File: config.mk
export PLATFORM = sky130hd
export DESIGN_NAME = core_rr_mux
export DESIGN_NICKNAME = d
export VERILOG_FILES = /design/src/rtl/core_rr_mux.sv
export SDC_FILE = /design/constraint.sdc
export NUM_CORES = 1
export LEC_CHECK = 0
export ABC_CLOCK_PERIOD_IN_PS = 2930
export BUFFER_PORTS_ARGS = -buffer_cell sky130_fd_sc_hd__buf_4
export CAP_MARGIN = 10
export CELL_PAD_IN_SITES_DETAIL_PLACEMENT = 1
export CELL_PAD_IN_SITES_GLOBAL_PLACEMENT = 1
export CORE_MARGIN = 2
export CORE_UTILIZATION = 29
export DETAILED_ROUTE_END_ITERATION = 6
export MAX_ROUTING_LAYER = met4
export PLACE_DENSITY_LB_ADDON = 0.1
export SYNTH_ARGS = -nofsm -noshare
export SYNTH_HDL_FRONTEND = slang
export SYNTH_SLANG_ARGS = --single-unit
export TNS_END_PERCENT = 50
File: constraint.sdc
create_clock -name i_clk -period 2.93 [get_ports i_clk]
set_clock_uncertainty 0.1 [all_clocks]
set_input_delay 0.293 -clock i_clk [delete_from_list [all_inputs] [get_ports i_clk]]
set_output_delay 0.293 -clock i_clk [all_outputs]
set_load 0.01 [all_outputs]
File: src/rtl/core_rr_mux.sv
// rtl/core_rr_mux.sv - Round-robin N:1 stream mux with registered output; optional burst lock via CORE_RR_MUX_LOCK_EN
module core_rr_mux #(
  parameter  int DATA_WIDTH = 64,
  parameter  int NUM_INPUTS = 4,
  localparam int SEL_W      = $clog2(NUM_INPUTS)
) (
  input  logic                           i_clk,
  input  logic                           i_rst,
  input  logic [NUM_INPUTS-1:0]          i_valid,
  input  logic [NUM_INPUTS*DATA_WIDTH-1:0] i_data,
`ifdef CORE_RR_MUX_LOCK_EN
  input  logic [NUM_INPUTS-1:0]          i_last,
`endif
  output logic [NUM_INPUTS-1:0]          o_ready,
  output logic                           o_valid,
  output logic [DATA_WIDTH-1:0]          o_data,
  output logic [SEL_W-1:0]               o_sel,
  input  logic                           i_ready
);

  // The output register may take a new beat when it is empty or being drained.
  logic                  load_en;
  logic [SEL_W-1:0]      rr_ptr;
  logic                  gnt_found;
  logic [SEL_W-1:0]      gnt_idx;
  logic [SEL_W:0]        cand;
  logic [DATA_WIDTH-1:0] gnt_data;
  logic [SEL_W-1:0]      ptr_next;
  logic                  xfer;
  logic                  locked;
  logic [SEL_W-1:0]      lock_ch;
  logic                  beat_last;

  assign load_en = !o_valid || i_ready;

  // Grant search: while a burst holds the lock only the owner may be granted,
  // otherwise scan upward from rr_ptr with wrap and take the first requester.
  always_comb begin
    gnt_found = 1'b0;
    gnt_idx   = '0;
    cand      = '0;
    if (locked) begin
      gnt_found = i_valid[lock_ch];
      gnt_idx   = lock_ch;
    end else begin
      for (int i = 0; i < NUM_INPUTS; i++) begin
        cand = {1'b0, rr_ptr} + (SEL_W+1)'(i);
        if (cand >= (SEL_W+1)'(NUM_INPUTS)) begin
          cand = cand - (SEL_W+1)'(NUM_INPUTS);
        end
        if (!gnt_found && i_valid[cand[SEL_W-1:0]]) begin
          gnt_found = 1'b1;
          gnt_idx   = cand[SEL_W-1:0];
        end
      end
    end
  end

  // Payload mux for the granted channel; only feeds the output register.
  always_comb begin
    gnt_data = '0;
    for (int k = 0; k < NUM_INPUTS; k++) begin
      if (gnt_idx == SEL_W'(k)) begin
        gnt_data = i_data[k*DATA_WIDTH +: DATA_WIDTH];
      end
    end
  end

  // One-hot accept: depends on valids, pointer, lock and i_ready, never on data.
  always_comb begin
    o_ready = '0;
    if (!i_rst && load_en && gnt_found) begin
      o_ready[gnt_idx] = 1'b1;
    end
  end

  assign xfer     = !i_rst && load_en && gnt_found;
  assign ptr_next = (gnt_idx == SEL_W'(NUM_INPUTS-1)) ? '0 : gnt_idx + SEL_W'(1);

`ifdef CORE_RR_MUX_LOCK_EN
  typedef enum logic {ST_OPEN = 1'b0, ST_LOCK = 1'b1} lock_state_t;

  lock_state_t state;
  lock_state_t state_next;

  assign beat_last = i_last[gnt_idx];

  // Lock state register; the owner is captured on the beat that opens a burst.
  always_ff @(posedge i_clk) begin
    if (i_rst) begin
      state   <= ST_OPEN;
      lock_ch <= '0;
    end else begin
      state <= state_next;
      if (xfer && !beat_last) begin
        lock_ch <= gnt_idx;
      end
    end
  end

  // Any accepted beat decides the lock: non-last holds it, last releases it.
  always_comb begin
    state_next = state;
    if (xfer) begin
      state_next = beat_last ? ST_OPEN : ST_LOCK;
    end
  end

  // Lock output decode used by the grant search.
  always_comb begin
    locked = (state == ST_LOCK);
  end
`else
  assign beat_last = 1'b1;
  assign locked    = 1'b0;
  assign lock_ch   = '0;
`endif

  // Output register and round-robin pointer; pointer moves only when a beat
  // is accepted that ends its arbitration unit (always, without locking).
  always_ff @(posedge i_clk) begin
    if (i_rst) begin
      o_valid <= 1'b0;
      o_data  <= '0;
      o_sel   <= '0;
      rr_ptr  <= '0;
    end else if (load_en) begin
      if (xfer) begin
        o_valid <= 1'b1;
        o_data  <= gnt_data;
        o_sel   <= gnt_idx;
        if (beat_last) begin
          rr_ptr <= ptr_next;
        end
      end else begin
        o_valid <= 1'b0;
      end
    end
  end

endmodule

==> results of run 1 <==
where the power goes:
part / total (mW) / internal, mW / switching (mW)
clock network: 0.967 / 0.554 / 0.413
logic: 2.18 / 1.11 / 1.07
registers: 1.23 / 1.12 / 0.107
final timing paths:
path	endpoint	cells past startpoint
worst max-delay path	o_ready[2]	7
worst min-delay path	o_data[0]	3
worst max register to register	o_data[57]	7
worst min register to register	o_data[3]	2
cell usage after synthesis (4+ instances only):
library cell	number	area, um^2
nand3b_1	64	480
nor2_1	4	15.0
a21oi_1	66	330
inv_1	67	251
ha_1	4	50.1
buf_1	8	30.0
a22oi_1	64	480
a221o_1	64	641
and2_1	4	25.0
buf_2	11	55.1
a2111oi_0	64	561
clkbuf_1	64	240
nand2_1	65	244
dfxtp_1	69	1380
timing repair:
action | in CTS | in global routing
gates resized for setup | 0 | 3
setup buffers | 1 | 2
setup endpoints to repair | 1 | 5
sequential cells by signal, indices dropped and copies added, names as in the netlist:
signal / count
o_sel: 2
rr_ptr: 2
o_valid: 1
o_data: 64
through the flow:
| step | setup WS (ns) | util |
|---|---|---|
| floorplan | 0.478 | - |
| global placement | 0.254 | 0.464 |
| detailed placement | 0.103 | 0.464 |
| CTS | 0.0366 | 0.480 |
| global route | 0.0174 | 0.481 |
| finish | 0.115 | 0.481 |
worst register-to-register path, cell delays in order, from the launching register on:
cell,delay [ns]
dfxtp_1,0.39
inv_1,0.10
a221oi_2,0.39
nor2_1,0.18
ha_4,0.28
buf_12,0.22
a2111oi_0,0.60
a22oi_1,0.18
logic make-up after synthesis:
| logic type | Yosys count | synth area share |
|---|---|---|
| AOI/OAI and AO/OA | 268 | 0.418 |
| buffers and inverters | 154 | 0.122 |
| and+or+nand+nor | 149 | 0.171 |
| DFF | 69 | 0.277 |
| adders and majority gates | 4 | 0.0100 |
| muxes | 1 | 0.00201 |
area by class of cell:
class	instances	area [um^2]
timing repair buffer	357	2820
fill	2048	8660
multi-input combinational	422	3060
clock buffer	10	229
sequential	69	1380
clock inverter	2	15.0
tap	220	275
inverter	68	255
antenna	1	2.50
metal layers:
metal	share of wire	track usage	up-vias	wire [um]
met2	0.52	0.474	253	13000
met4	0.022	0.0909	0	549
met5	0	-	-	0
met3	0.074	0.0554	29	1870
li1	-	-	3051	-
met1	0.39	0.309	3234	9840
==> results.sh, run 1 <==
export IMPL_status="completed"
export IMPL_clkSlewWorstSetupHoldPaths_ns=0.06
export IMPL_max_freq_ghz=0.355
export IMPL_path_max_fanout=35
export IMPL_cp_end_kind="primary output"
export IMPL_p_leak_nw=3.70
export IMPL_start_kind="register"
export IMPL_grt_max_degree=59
export IMPL_synth_edf_count=0
export IMPL_cts_tree="built"
export IMPL_core_um2=16700
export IMPL_min_period_ns=2.82
export IMPL_synth_area_per_cell_um2=7.74
export IMPL_rows=47
export IMPL_cts_root_buf="clkbuf_16"
export IMPL_clockBufferDepth=2
export IMPL_synth_cell_type_count=32
export IMPL_placed_cells=1133
export IMPL_hold_viol_final=0
export IMPL_min_from="i_data[192]"
export IMPL_start_util=0.299
export IMPL_cp_data_required_time_ns=2.54
export IMPL_remaining_drc_errors=0
export IMPL_ir_drop_mv=0.330
export IMPL_final_cell_count_no_fill=1149
export IMPL_cts_num_sinks=69
export IMPL_synth_cells=645
export IMPL_drt_first_pass_iters=5
export IMPL_ys_seq_elements=69
export IMPL_slew_viol_final=0
export IMPL_grt_overflow=0
export IMPL_yosys_warnings=0
export IMPL_setup_violations=0
export IMPL_whs_ns=0.227
export IMPL_dp_hpwl_mm=18.2
export IMPL_syn2layout_area_growth_pct=61.2
export IMPL_io_buffers=333
export IMPL_path_class="reg -> out"
export IMPL_regToRegSetupSlack_ns=0.35
export IMPL_cts_hold_buf=0
export IMPL_worst_path_max_delay_cell="or4_1"
export IMPL_rr_startpoint="rr_ptr[0]"
export IMPL_ys_flop_type="dfxtp_1"
export IMPL_wire_per_inst_um=22.0
export IMPL_wirelength_mm=25.3
export IMPL_drt_iter0_drc=238
export IMPL_worstPathCellList="mux2i_2 > nor2_1 > or4_1 > ha_4 > buf_12 > and2_1 > buf_4"
export IMPL_crit_family="simple AND/OR/NAND/NOR gates"
export IMPL_hp_class="in -> reg"
export IMPL_rsz0062_at_grt="no"
export IMPL_layout_common_cells="345 x buf_4, 68 x dfxtp_1, 67 x inv_1"
export IMPL_nets=1194
export IMPL_grt_util_all_layers=0.271
export IMPL_synth_yosys_seq_area_share=0.277
export IMPL_placed_cell_area_um2=7760
export IMPL_cts_htree_levels=3
export IMPL_slew_headroom=0.569
export IMPL_grt_pass1_wl_mm=37.4
export IMPL_final_common_cell="buf_4"
export IMPL_viasPerCell=5.72
export IMPL_routed_via_count=6567
export IMPL_async_reset_ff_frac=0
export IMPL_io_pins=334
export IMPL_crit_buf_inv=2
export IMPL_insertion_delay_ns=0.33
export IMPL_critPathMaxStageDelay_ns=0.61
export IMPL_syn_area_um2=4990
export IMPL_synth_nets=912
export IMPL_finalInstanceArea_um2=8040
export IMPL_postRouteAntennaNets=0
export IMPL_worstPathArrival_ns=2.42
export IMPL_fin_setup_tns_ns=0
export IMPL_grt_pass1_vias=6747
export IMPL_cts_made_buffers=9
export IMPL_maxCapViolCount=0
export IMPL_antenna_found_initial=1
export IMPL_period_share=0.961
export IMPL_gp_congestion=0.930
export IMPL_fp_dieW_um=135
export IMPL_crit_start="rr_ptr[1]"
export IMPL_die_area_um2=18300
export IMPL_dieHeight_um=135
export IMPL_worst_pin_slew_ns=0.630
export IMPL_cellPowerDensity_nw_per_um2=544
export IMPL_drive_gt1_frac=0.409
export IMPL_p_total_mw=4.37
Power figures use the tool's default switching activity.
==> run 2, diff against run 1 <==
==> constraint.sdc (replaced) <==
create_clock -name i_clk -period 2.93 [get_ports i_clk]
set_clock_uncertainty 0.1 [all_clocks]
set_input_delay 0 -clock i_clk [delete_from_list [all_inputs] [get_ports i_clk]]
set_output_delay 0 -clock i_clk [all_outputs]
set_load 0.01 [all_outputs]
==> results.sh, run 2 (same netlist as run 1, synthesis figures left out) <==
export IMPL_path_class="reg -> reg"
export IMPL_p_clk_frac=0.232
export IMPL_remaining_drc_errors=0
export IMPL_period_share=0.956
export IMPL_slew_headroom=0.468
export IMPL_worst_path_max_delay_cell="or4_1"
export IMPL_status="completed"
export IMPL_syn2layout_area_growth_pct=89.5
export IMPL_slew_viol_final=0
export IMPL_placed_cell_area_um2=7680
export IMPL_critPathMaxStageDelay_ns=0.65
export IMPL_fin_setup_tns_ns=0
export IMPL_cts_root_buf="clkbuf_16"
export IMPL_grt_util_all_layers=0.308
export IMPL_layout_common_cells="344 x buf_4, 148 x dlygate4sd3_1, 69 x dfxtp_1"
export IMPL_setup_violations=0
export IMPL_crit_family="simple AND/OR/NAND/NOR gates"
export IMPL_drt_first_pass_iters=4
export IMPL_regArea_um2=1380
export IMPL_ir_drop_mv=0.318
export IMPL_path_depth=8
export IMPL_clockBufferDepth=2
export IMPL_worstPathArrival_ns=2.89
export IMPL_core_um2=16700
export IMPL_fillCellCount=1949
export IMPL_grt_max_degree=87
export IMPL_hp_class="in -> reg"
export IMPL_cts_htree_levels=3
export IMPL_start_util=0.299
export IMPL_path_max_fanout=52
export IMPL_worst_pin_slew_ns=0.798
export IMPL_top_regs="o_data: 64 flops, o_sel: 2 flops, rr_ptr: 2 flops"
export IMPL_rows=47
export IMPL_grt_pass1_vias=7954
export IMPL_grt_overflow=0
export IMPL_antenna_found_initial=1
export IMPL_cts_num_sinks=69
export IMPL_die_area_um2=18300
export IMPL_start_kind="register"
export IMPL_wirelength_mm=28.2
export IMPL_dieHeight_um=135
export IMPL_maxCapViolCount=0
export IMPL_p_leak_nw=4.29
export IMPL_grt_pass1_wl_mm=43.1
export IMPL_cts_made_buffers=9
export IMPL_drt_iter0_drc=298
export IMPL_postRouteAntennaNets=0
export IMPL_min_period_ns=2.80
export IMPL_cp_end_kind="register"
export IMPL_hold_depth=4
export IMPL_fp_dieW_um=135
export IMPL_postCtsSetupRepairBufs=0
export IMPL_cts_tree="built"
export IMPL_largest_register_ffs=64
export IMPL_switching_share=0.362
export IMPL_worstPathCellList="mux2i_1 > nor2_1 > or4_1 > ha_4 > buf_12 > a21oi_1 > a221o_1 > a22oi_1"
export IMPL_io_buffers=333
export IMPL_dp_hpwl_mm=17.3
export IMPL_viasPerCell=5.65
export IMPL_hold_viol_final=0
export IMPL_crit_buf_inv=1
export IMPL_wire_per_inst_um=21.8
export IMPL_regMostFlops="o_data"
export IMPL_io_pins=334
export IMPL_multi_input_area_um2=3060
export IMPL_r2r_cells=8
export IMPL_insertion_delay_ns=0.33
export IMPL_cp_data_required_time_ns=3.02
export IMPL_max_freq_ghz=0.357
export IMPL_rsz0062_at_grt="no"
export IMPL_p_seq_frac=0.265
export IMPL_power_switching_mw=1.69
export IMPL_routed_via_count=7310
export IMPL_drive_gt1_frac=0.348
export IMPL_cellPowerDensity_nw_per_um2=492
export IMPL_p_int_mw=2.97
export IMPL_nets=1336
export IMPL_combPwrFrac=0.504
export IMPL_final_common_cell="buf_4"
export IMPL_finalInstanceArea_um2=9460
export IMPL_gp_congestion=0.846
export IMPL_clkSlewWorstSetupHoldPaths_ns=0.06
==> run 2: changes by cell type in the layout (fill, tap and decap cells not counted), sizes merged <==
cell and delta:
clkinvlp -2, buf -6, clkinv +1, dlygate4sd3 +148
clkbuf +4
==> run 2: layer usage <==
metal | track usage | vias to the layer above | wire [um] | share of wire
met2 | 0.545 | 336 | 14600 | 0.52
met1 | 0.336 | 3554 | 10600 | 0.38
met3 | 0.0531 | 88 | 1810 | 0.064
met5 | - | - | 0 | 0
met4 | 0.144 | 0 | 1270 | 0.045
li1 | - | 3332 | - | -
==> run 2: stage by stage <==
step	setup WS (ns)	hold WS (ns)	utilization	instances	total power, mW
5_1_grt	0.00430	0.00716	0.566	1294	4.92
3_3_place_gp	0.330	0.265	0.460	1130	3.31
4_1_cts	0.138	0.00000211	0.566	1293	4.63
3_5_place_dp	0.157	0.279	0.460	1130	3.37
6_report	0.129	0.00212	0.566	1294	4.66
2_1_floorplan	0.478	0.152	-	645	2.40
==> run 2: final cells by class <==
cell class                 instances  share of cell area
tap                              220              0.0291
clock inverter                     1            0.000529
antenna                            1            0.000265
timing repair buffer             499               0.445
clock buffer                      14              0.0290
sequential                        69               0.146
multi-input combinational        422               0.324
inverter                          68              0.0270
==> run 2: worst paths after layout <==
kind | startpoint | slack (ns) | endpoint
worst max register to register | rr_ptr[1] | 0.13 | o_data[20]
worst min register to register | o_data[30] | 0.36 | o_data[30]
worst min-delay path | i_data[33] | 0.002 | o_data[33]
worst max-delay path | rr_ptr[1] | 0.13 | o_data[20]
==> run 2: timing repair <==
action | CTS | global route
endpoints found under the setup margin | 0 | 16
hold endpoints to repair | 66 | 0
gates resized for setup | 0 | 1
hold buffers | 148 | 0
==> run 2: worst reg2reg max path, cell delays in order (launching register included) <==
cell,delay [ns]
dfxtp_1,0.41
mux2i_1,0.26
nor2_1,0.08
or4_1,0.65
ha_4,0.37
buf_12,0.25
a21oi_1,0.25
a221o_1,0.20
a22oi_1,0.09
==> run 2: power by group through the flow <==
stage	logic [mW]	clock network [mW]	registers (mW)
4_1_cts	2.30	1.10	1.23
6_report	2.35	1.08	1.23
3_3_place_gp	2.07	0	1.24
5_1_grt	2.52	1.15	1.25
2_1_floorplan	1.09	0	1.31
3_5_place_dp	2.12	0	1.25
